$ cat config.mk
export PLATFORM = sky130hd
export DESIGN_NAME = pipelined_controller
export DESIGN_NICKNAME = d
export VERILOG_FILES = /design/src/rtl/pipelined_controller.sv
export SDC_FILE = /design/constraint.sdc
export NUM_CORES = 1
export LEC_CHECK = 0
export BUFFER_PORTS_ARGS = -buffer_cell sky130_fd_sc_hd__buf_2
export CORE_AREA = 4 4 69 83
export DETAILED_ROUTE_END_ITERATION = 10
export DIE_AREA = 0 0 73 87
export GPL_TIMING_DRIVEN = 1
export PLACE_DENSITY = 0.66
export SLEW_MARGIN = 20
export SYNTH_ARGS = -nofsm -noshare
export SYNTH_HDL_FRONTEND = slang
export SYNTH_SLANG_ARGS = --single-unit
$ cat constraint.sdc
create_clock -name clk -period 2.4 [get_ports clk]
set_clock_uncertainty 0.2 [all_clocks]
set_input_delay 0 -clock clk [delete_from_list [all_inputs] [get_ports clk]]
set_output_delay 0 -clock clk [all_outputs]
set_load 0.01 [all_outputs]
$ cat src/rtl/pipelined_controller.sv
// pipelined_controller: MIPS ID decode and control pipeline with load-use, SPECIAL2 multi-cycle and branch-flush handling
module pipelined_controller #(
  parameter int ALUOP_W = 5,
  parameter int BJ_W = 3,
  parameter int RA_W = 5,
  parameter int MADD_LAT = 3
) (
  input  logic               clk,
  input  logic               rst,
  input  logic [5:0]         opcode,
  input  logic [RA_W-1:0]    id_rs,
  input  logic [RA_W-1:0]    id_rt,
  input  logic [RA_W-1:0]    id_rd,
  input  logic               branch_flush,
  output logic               stall,
  output logic               ex_alu_source,
  output logic [ALUOP_W-1:0] ex_alu_op,
  output logic               mem_read,
  output logic               mem_write,
  output logic [BJ_W-1:0]    mem_branch_jump,
  output logic               wb_reg_write,
  output logic               wb_mem_to_reg,
  output logic [RA_W-1:0]    wb_dest
);
  localparam int CW = $clog2(MADD_LAT + 1);
  typedef enum logic {IDLE, MBUSY} state_t;
  state_t state, state_nx;
  logic [CW-1:0] cnt, cnt_nx;
  logic d_vld, d_regdst, d_src, d_m2r, d_rw, d_mr, d_mw, d_sp2, d_rt;
  logic [BJ_W-1:0] d_bj;
  logic [ALUOP_W-1:0] d_op;
  logic [RA_W-1:0] d_dest;
  logic ex_m2r, ex_rw, ex_mr, ex_mw, ex_sp2;
  logic [BJ_W-1:0] ex_bj;
  logic [RA_W-1:0] ex_dest;
  logic m_m2r, m_rw;
  logic [RA_W-1:0] m_dest;
  logic lu, busy, load, start;
  always_comb begin
    {d_vld, d_regdst, d_src, d_m2r, d_rw, d_mr, d_mw, d_sp2, d_rt} = 9'b100000000;
    d_bj = '0;
    d_op = '0;
    case (opcode)
      6'h00: {d_m2r, d_rw, d_rt} = 3'b111;
      6'h08: begin {d_regdst, d_src, d_m2r, d_rw} = 4'hf; d_op = ALUOP_W'(2); end
      6'h09: begin {d_regdst, d_src, d_m2r, d_rw} = 4'hf; d_op = ALUOP_W'(7); end
      6'h0a: begin {d_regdst, d_src, d_m2r, d_rw} = 4'hf; d_op = ALUOP_W'(5); end
      6'h0b: begin {d_regdst, d_src, d_m2r, d_rw} = 4'hf; d_op = ALUOP_W'(9); end
      6'h0c: begin {d_regdst, d_src, d_m2r, d_rw} = 4'hf; d_op = ALUOP_W'(1); end
      6'h0d: begin {d_regdst, d_src, d_m2r, d_rw} = 4'hf; d_op = ALUOP_W'(3); end
      6'h0e: begin {d_regdst, d_src, d_m2r, d_rw} = 4'hf; d_op = ALUOP_W'(4); end
      6'h0f: begin {d_regdst, d_src, d_m2r, d_rw} = 4'hf; d_op = ALUOP_W'(10); end
      6'h1c: begin {d_m2r, d_rw, d_rt, d_sp2} = 4'hf; d_op = ALUOP_W'(8); end
      6'h20, 6'h21, 6'h23: begin {d_regdst, d_src, d_rw, d_mr} = 4'hf; d_op = ALUOP_W'(2); end
      6'h28, 6'h29, 6'h2b: begin {d_src, d_mw, d_rt} = 3'b111; d_op = ALUOP_W'(2); end
      6'h04: begin d_bj = BJ_W'(1); d_op = ALUOP_W'(6); d_rt = 1'b1; end
      6'h05: begin d_bj = BJ_W'(2); d_op = ALUOP_W'(6); d_rt = 1'b1; end
      6'h01: begin d_bj = BJ_W'(4); d_op = ALUOP_W'(6); end
      6'h07: begin d_bj = BJ_W'(5); d_op = ALUOP_W'(6); end
      6'h06: begin d_bj = BJ_W'(6); d_op = ALUOP_W'(6); end
      6'h02: d_bj = BJ_W'(3);
      6'h03: begin d_bj = BJ_W'(7); {d_m2r, d_rw} = 2'b11; end
      default: d_vld = 1'b0;
    endcase
  end
  assign d_dest = !d_vld ? '0 : opcode == 6'h03 ? RA_W'(31) : d_regdst ? id_rt : id_rd;
  assign lu = ex_mr && ex_dest != '0 && (ex_dest == id_rs || (ex_dest == id_rt && d_rt));
  assign busy = state == MBUSY && cnt != '0;
  assign stall = !branch_flush && (busy || lu);
  assign load = !branch_flush && !busy && !lu;
  assign start = load && d_sp2 && MADD_LAT > 1;
  always_comb begin
    state_nx = (busy && !branch_flush) || start ? MBUSY : IDLE;
    cnt_nx = busy && !branch_flush ? cnt - CW'(1) : start ? CW'(MADD_LAT - 1) : '0;
  end
  always_ff @(posedge clk or posedge rst) begin
    if (rst) begin
      state <= IDLE;
      cnt <= '0;
    end else begin
      state <= state_nx;
      cnt <= cnt_nx;
    end
  end
  always_ff @(posedge clk or posedge rst) begin
    if (rst) begin
      {ex_alu_source, ex_alu_op, ex_mr, ex_mw, ex_bj, ex_rw, ex_m2r, ex_dest, ex_sp2} <= '0;
      {mem_read, mem_write, mem_branch_jump, m_rw, m_m2r, m_dest} <= '0;
      {wb_reg_write, wb_mem_to_reg, wb_dest} <= '0;
    end else begin
      if (!busy || branch_flush)
        {ex_alu_source, ex_alu_op, ex_mr, ex_mw, ex_bj, ex_rw, ex_m2r, ex_dest, ex_sp2} <=
          load ? {d_src, d_op, d_mr, d_mw, d_bj, d_rw, d_m2r, d_dest, d_sp2} : '0;
      {mem_read, mem_write, mem_branch_jump, m_rw, m_m2r, m_dest} <=
        branch_flush || busy ? '0 : {ex_mr, ex_mw, ex_bj, ex_rw, ex_m2r, ex_dest};
      {wb_reg_write, wb_mem_to_reg, wb_dest} <= {m_rw, m_m2r, m_dest};
    end
  end
endmodule
---- Word level (Yosys, flattened, before mapping) ----
Index checks and enable logic that the tools add are counted.
storage, ports and cells
  register bits after elaboration ......... 40
  output and inout bits ................... 19
  input bits .............................. 24
  logic and storage cells ................. 93
cells by class
  equality and inequality tests ........... 24
  reductions and logical operators ........ 30
  muxes and demuxes ....................... 19
  $add $sub $neg .......................... 1
operators with widths
  operator                                                          number
  6-bit by 4-bit == test with 1-bit output (second input constant)  8
  4-bit case mux with 10 select lines                               1
  6-bit == test (second input constant)                             6
  14-bit OR reduction                                               2
  6-bit by 3-bit == test with 1-bit output (second input constant)  4
  23-bit OR reduction                                               1
  11-bit OR reduction                                               2
  3-bit case mux with 7 select lines                                1
  19-bit two-way mux                                                1
  5-bit two-way mux                                                 3
  7-bit OR reduction                                                2
  6-bit by 2-bit == test with 1-bit output (second input constant)  2
  12-bit two-way mux                                                1
  5-bit == test                                                     2
  1-bit two-way mux                                                 10
  1-bit logical AND                                                 9
  6-bit by 1-bit == test with 1-bit output (second input constant)  1
  6-bit by 5-bit == test with 1-bit output (second input constant)  1
  6-bit zero test                                                   1
  3-bit OR reduction                                                2
  1-bit logical OR                                                  5
  5-bit nonzero test                                                1
  5-bit OR reduction                                                1
  2-bit two-way mux                                                 2
  other kinds (3)                                                   5

---- Depth between registers and ports, before layout ----
  word-level depth ........................ 11
  depth in mapped cells ................... 7

---- Worst setup path before layout ----
No wires, ideal clock.
  path kind ............................... flip-flop to flip-flop
  start ................................... register ex_dest[1]
  end ..................................... register ex_dest[0]
  library setup time ...................... 0.066 ns
  required time ........................... 2.134 ns
  path slack .............................. 0.397 ns
  data arrival time ....................... 1.737 ns
  stages on the path, launching flop included .. 6
  clock period less this slack ............ 2.003 ns
  cell sequence ........................... dfrtp_1 or4_1 o21ai_2 o21ai_2 nor3_4 a22o_1
between the ends
  longest elaborated chain between the ends .. 7
RTL lines
  what                    RTL line  source
  start, declared         35        logic [RA_W-1:0] ex_dest;
  start signal, assigned  92        {ex_alu_source, ex_alu_op, ex_mr, ex_mw, ex_bj, ex_rw, ex_m2r, ex_dest, ex_sp2} <=
  5-bit == test           67        assign lu = ex_mr && ex_dest != '0 && (ex_dest == id_rs || (ex_dest == id_rt && d_rt));
  1-bit logical AND       67
  1-bit logical OR        67
  1-bit logical AND *     67
  1-bit zero test *       70        assign load = !branch_flush && !busy && !lu;
  1-bit logical AND *     70
  19-bit two-way mux *    93        load ? {d_src, d_op, d_mr, d_mw, d_bj, d_rw, d_m2r, d_dest, d_sp2} : '0;
Mark *: on every way between the ends. The rest lies on a longest branch, timed or not.
A chain may end at the register's enable or synchronous reset.

---- Final worst setup path ----
  start ................................... input port opcode[3]
  end ..................................... register ex_dest[3]
between the ends
  longest elaborated chain between the ends .. 9
RTL lines
  what                                                         RTL line  source
  start, declared                                              10        input logic [5:0] opcode,
  branches (longest 8 deep; another with 11-bit OR reduction)  n/a
  19-bit two-way mux *                                         93
Mark *: on every way between the ends.

==> flow_summary.html <==
<table>
<tr><th>Metric</th><th>Value</th></tr>
<tr><th colspan="2">Outcome</th></tr>
<tr><td>Status</td><td>finished, final reports clean</td></tr>
<tr><th colspan="2">Clocking</th></tr>
<tr><td>Clock buffer depth</td><td>2</td></tr>
<tr><td>Number of buffers added by the clock tree synthesis step</td><td>5</td></tr>
<tr><td>Number of clock sinks</td><td>39</td></tr>
<tr><td>Count of H-tree levels built during CTS</td><td>2</td></tr>
<tr><td>Clk slew on worst S/H paths</td><td>70 ps</td></tr>
<tr><td>TritonCTS clock tree</td><td>yes</td></tr>
<tr><td>Root cell of the clock tree</td><td>sky130_fd_sc_hd__clkbuf_8</td></tr>
<tr><td>Clock latency on the worst-skew pair</td><td>280 ps</td></tr>
<tr><th colspan="2">STA</th></tr>
<tr><td>Final Max Tran Viols</td><td>0</td></tr>
<tr><td>Total count of hold-check failures in the final report</td><td>0</td></tr>
<tr><td>Setup repair after global routing missed its margin</td><td>false</td></tr>
<tr><td>Shortest clock period the worst path allows after layout</td><td>2250 ps</td></tr>
<tr><td>Final-layout setup total negative slack</td><td>0 ps</td></tr>
<tr><td>Crit path setup slack, layout</td><td>~150 ps</td></tr>
<tr><td>Count of final setup violators</td><td>0</td></tr>
<tr><td>Max Clock Freq</td><td>0.444 GHz</td></tr>
<tr><td>Final critical-path share of the clock period</td><td>93.8%</td></tr>
<tr><th colspan="2">Global routing</th></tr>
<tr><td>Pin count of the biggest net entering global routing</td><td>40</td></tr>
<tr><td>Antenna violations before repair</td><td>0</td></tr>
<tr><td>Number of global-route vias before repair</td><td>1,593</td></tr>
<tr><td>Met3 demand-to-capacity share in global routing</td><td>2.54%</td></tr>
<tr><td>Met1 Resource Use GR</td><td>between 15 and 20%</td></tr>
<tr><td>Global-route wire length before repair</td><td>7.05 mm</td></tr>
<tr><td>Met2 track demand over resource in global routing</td><td>24.2%</td></tr>
<tr><td>Global-route layer with the greatest usage</td><td>met2</td></tr>
<tr><td>GRT Overall Usage</td><td>13.9%</td></tr>
<tr><td>Leftover overflow at the end of global routing</td><td>0</td></tr>
<tr><th colspan="2">Synth</th></tr>
<tr><td>Ranking of synthesized cells by area</td><td>sky130_fd_sc_hd__dfrtp_1 51%, sky130_fd_sc_hd__a32o_1 4.7%, sky130_fd_sc_hd__and2_1 3.9%, sky130_fd_sc_hd__a22o_1 3.2%, sky130_fd_sc_hd__xor2_1 3.2%</td></tr>
<tr><td>Ys flop type</td><td>sky130_fd_sc_hd__dfrtp_1</td></tr>
<tr><td>Number of enable-type register cells in the synthesized netlist</td><td>0</td></tr>
<tr><td>Post-Syn Instances</td><td>about 180</td></tr>
<tr><td>Mean instance size in the synthesized netlist</td><td>between 10 and 15 um^2</td></tr>
<tr><td>Library cell with the largest summed area after synthesis</td><td>sky130_fd_sc_hd__dfrtp_1</td></tr>
<tr><td>Area of the mapped netlist</td><td>around 1900 um^2</td></tr>
<tr><td>#FFs+latches synth</td><td>39</td></tr>
<tr><td>Synth warn</td><td>0</td></tr>
<tr><td>Post-Synthesis Net Count</td><td>209</td></tr>
<tr><td>Post-synthesis cell type count</td><td>40</td></tr>
<tr><td>Sequential area share after synthesis</td><td>50.9%</td></tr>
<tr><td>Ys async rst share</td><td>100%</td></tr>
<tr><td>Yosys top cell area share</td><td>approximately half</td></tr>
<tr><th colspan="2">Route</th></tr>
<tr><td>Drt first pass iters</td><td>4</td></tr>
<tr><td>Number of vias after detailed routing</td><td>1,594</td></tr>
<tr><td>Avg Vias per Cell</td><td>5.24</td></tr>
<tr><td>Number of remaining DRC errors</td><td>0</td></tr>
<tr><td>Number of DRC markers in iteration 0</td><td>61</td></tr>
<tr><td>Final ANT Viol Nets</td><td>0</td></tr>
<tr><td>Total Wirelength</td><td>roughly 4 mm</td></tr>
<tr><td>Wire length per cell</td><td>13.4 um</td></tr>
<tr><th colspan="2">Floorplan</th></tr>
<tr><td>Number of standard-cell rows in the floorplan</td><td>28</td></tr>
<tr><td>Number of ports placed on the die boundary</td><td>43</td></tr>
<tr><td>Height of the die</td><td>87 um</td></tr>
<tr><td>Initial Util</td><td>38.8%</td></tr>
<tr><td>Die outline width</td><td>73 um</td></tr>
<tr><td>Full die area</td><td>between 6000 and 7000 um^2</td></tr>
<tr><td>Placeable Area</td><td>between 4000 and 5000 um^2</td></tr>
<tr><th colspan="2">Critical path</th></tr>
<tr><td>Critical path required time</td><td>2380 ps</td></tr>
<tr><td>Most repeated library cell on the critical path</td><td>sky130_fd_sc_hd__dlygate4sd3_1</td></tr>
<tr><td>Critical path fanouts, max</td><td>11</td></tr>
<tr><td>Slowest stage delay, CP</td><td>560 ps</td></tr>
<tr><td>Kind of end point of the critical path</td><td>flop</td></tr>
<tr><td>R2R Setup Slk</td><td>240 ps</td></tr>
<tr><td>Startpoint type of the worst setup path</td><td>input pin</td></tr>
<tr><td>Crit Path Class</td><td>in2reg</td></tr>
<tr><td>CP max-delay cell</td><td>sky130_fd_sc_hd__dlygate4sd3_1</td></tr>
<tr><td>Critical Path, Cell by Cell</td><td>dlygate4sd3_1, buf_4, nor2_4, nand3_1, a21oi_2, buf_6, mux2i_1, dlygate4sd3_1, nand2_1, a22o_1</td></tr>
<tr><td>CP arrival</td><td>2230 ps</td></tr>
<tr><th colspan="2">Finish</th></tr>
<tr><td>Net total in the final layout</td><td>about 270</td></tr>
<tr><td>Number of diodes</td><td>0</td></tr>
<tr><td>Area added between synthesis and finish</td><td>29.0%</td></tr>
<tr><td>Proportion of layout cells with a drive suffix above 1</td><td>27.9%</td></tr>
<tr><td>Utilization after layout</td><td>50.1%</td></tr>
<tr><td>Commonest cells after routing, fill and taps aside</td><td>40 x sky130_fd_sc_hd__buf_2, 39 x sky130_fd_sc_hd__dfrtp_1, 14 x sky130_fd_sc_hd__dlygate4sd3_1, 13 x sky130_fd_sc_hd__nor2_1, 12 x sky130_fd_sc_hd__and2_1</td></tr>
<tr><td>Non-Filler Instances</td><td>304</td></tr>
<tr><td>Commonest non-fill, non-tap cell in the layout</td><td>sky130_fd_sc_hd__buf_2</td></tr>
<tr><th colspan="2">Power and ir drop</th></tr>
<tr><td>Largest voltage drop on the vdd net</td><td>0.194 mV</td></tr>
<tr><td>Total power</td><td>roughly 1300 uW</td></tr>
<tr><td>Leakage power figure</td><td>about 0.0012 uW</td></tr>
<tr><td>Power per standard cell area</td><td>between 500 and 600 nW/um^2</td></tr>
<tr><th colspan="2">Flow run</th></tr>
<tr><td>Count of maximum capacitance violations</td><td>0</td></tr>
<tr><th colspan="2">Worst hold path</th></tr>
<tr><td>Tightest Hold Check Type</td><td>in2reg</td></tr>
<tr><th colspan="2">Placed design</th></tr>
<tr><td>Placed cell count</td><td>282</td></tr>
<tr><td>Number of buffers added on ports</td><td>~40</td></tr>
<tr><td>HPWL reported at the end of detailed placement</td><td>3.05 mm</td></tr>
<tr><td>Routability Congestion</td><td>~0.8</td></tr>
<tr><td>Pre-CTS setup slack</td><td>approximately 250 ps</td></tr>
</table>
## where the power goes
group / switching (uW) / leakage, uW / internal (uW) / total [uW]
clock network: 204 / 0.0000470 / 225 / 429
registers: 11.0 / 0.000537 / 674 / 685
logic: 106 / 0.000621 / 91.2 / 197
total: 321 / 0.00121 / 991 / 1310
## layout make-up
cell class / instances / area (um^2)
clock inverters: 1 / 5.00
well taps: 60 / 75.1
inverters: 7 / 26.3
fillers: 458 / 2470
flip-flops and latches: 39 / 976
multi-input cells: 128 / 897
clock buffers: 6 / 82.6
repair buffers: 63 / 412
## cell usage after synthesis (3+ instances only)
library cell	instances
sky130_fd_sc_hd__a22o_1	7
sky130_fd_sc_hd__xor2_1	7
sky130_fd_sc_hd__o21ai_0	4
sky130_fd_sc_hd__o22ai_1	3
sky130_fd_sc_hd__o21ai_1	3
sky130_fd_sc_hd__mux2i_1	5
sky130_fd_sc_hd__and2_1	12
sky130_fd_sc_hd__inv_1	6
sky130_fd_sc_hd__a32o_1	9
sky130_fd_sc_hd__clkbuf_1	7
sky130_fd_sc_hd__dfrtp_1	39
sky130_fd_sc_hd__a21oi_1	9
sky130_fd_sc_hd__xnor2_1	5
sky130_fd_sc_hd__nand3_1	6
sky130_fd_sc_hd__nor2_1	14
sky130_fd_sc_hd__nand2_1	11
sky130_fd_sc_hd__nand2b_1	3
## per-stage QoR
| stage | hold slack, ps | cell area, um^2 |
|---|---|---|
| global placement | -66.0 | 2210 |
| floorplan | -107 | 1920 |
| finish | 16.7 | 2470 |
| detailed placement | -56.6 | 2210 |
| global route | 63.0 | 2470 |
| CTS | 11.9 | 2440 |
## critical path: cells and delay by family
kind                   cells  cell delay (ps)
buffers and inverters      4             1420
multiplexers               1              170
AND/OR/NAND/NOR            3              290
AO/OA/AOI/OAI              2              350
## timing repair
item,CTS,global route
hold endpoints to repair,48,2
resized for setup,0,9
setup endpoints to repair,0,14
setup buffers,0,1
hold buffers,14,2
## cell families after synthesis
| logic type | count (synthesis) | synth area share [%] |
|---|---|---|
| muxes | 5 | 2.61 |
| adders and majority gates | 1 | 0.653 |
| DFF | 39 | 50.9 |
| other | 1 | 0.196 |
| AOI/OAI and AO/OA | 45 | 17.8 |
| buffers and inverters | 17 | 3.79 |
| and+or+nand+nor | 64 | 18.5 |
| xor gates and xnor gates | 12 | 5.48 |
## path summary, 6_finish.rpt
kind	to	depth (start not counted)	startpoint
worst max-delay path	ex_dest[3]	10	opcode[3]
worst min-delay path	ex_m2r	3	opcode[5]
worst max register to register	ex_mw	6	ex_dest[1]
worst min register to register	wb_dest[2]	0	m_dest[2]
max in group asynchronous	wb_dest[3]	4	rst
min in group asynchronous	ex_bj[1]	4	rst
## layer usage
layer  wire, um  vias to the layer above
li1           -                      774
met1       1670                      773
met2       2150                       45
met3        226                        2
met4         25                        0
met5          0                        -
Note: power is estimated with default switching activity, not from simulation.
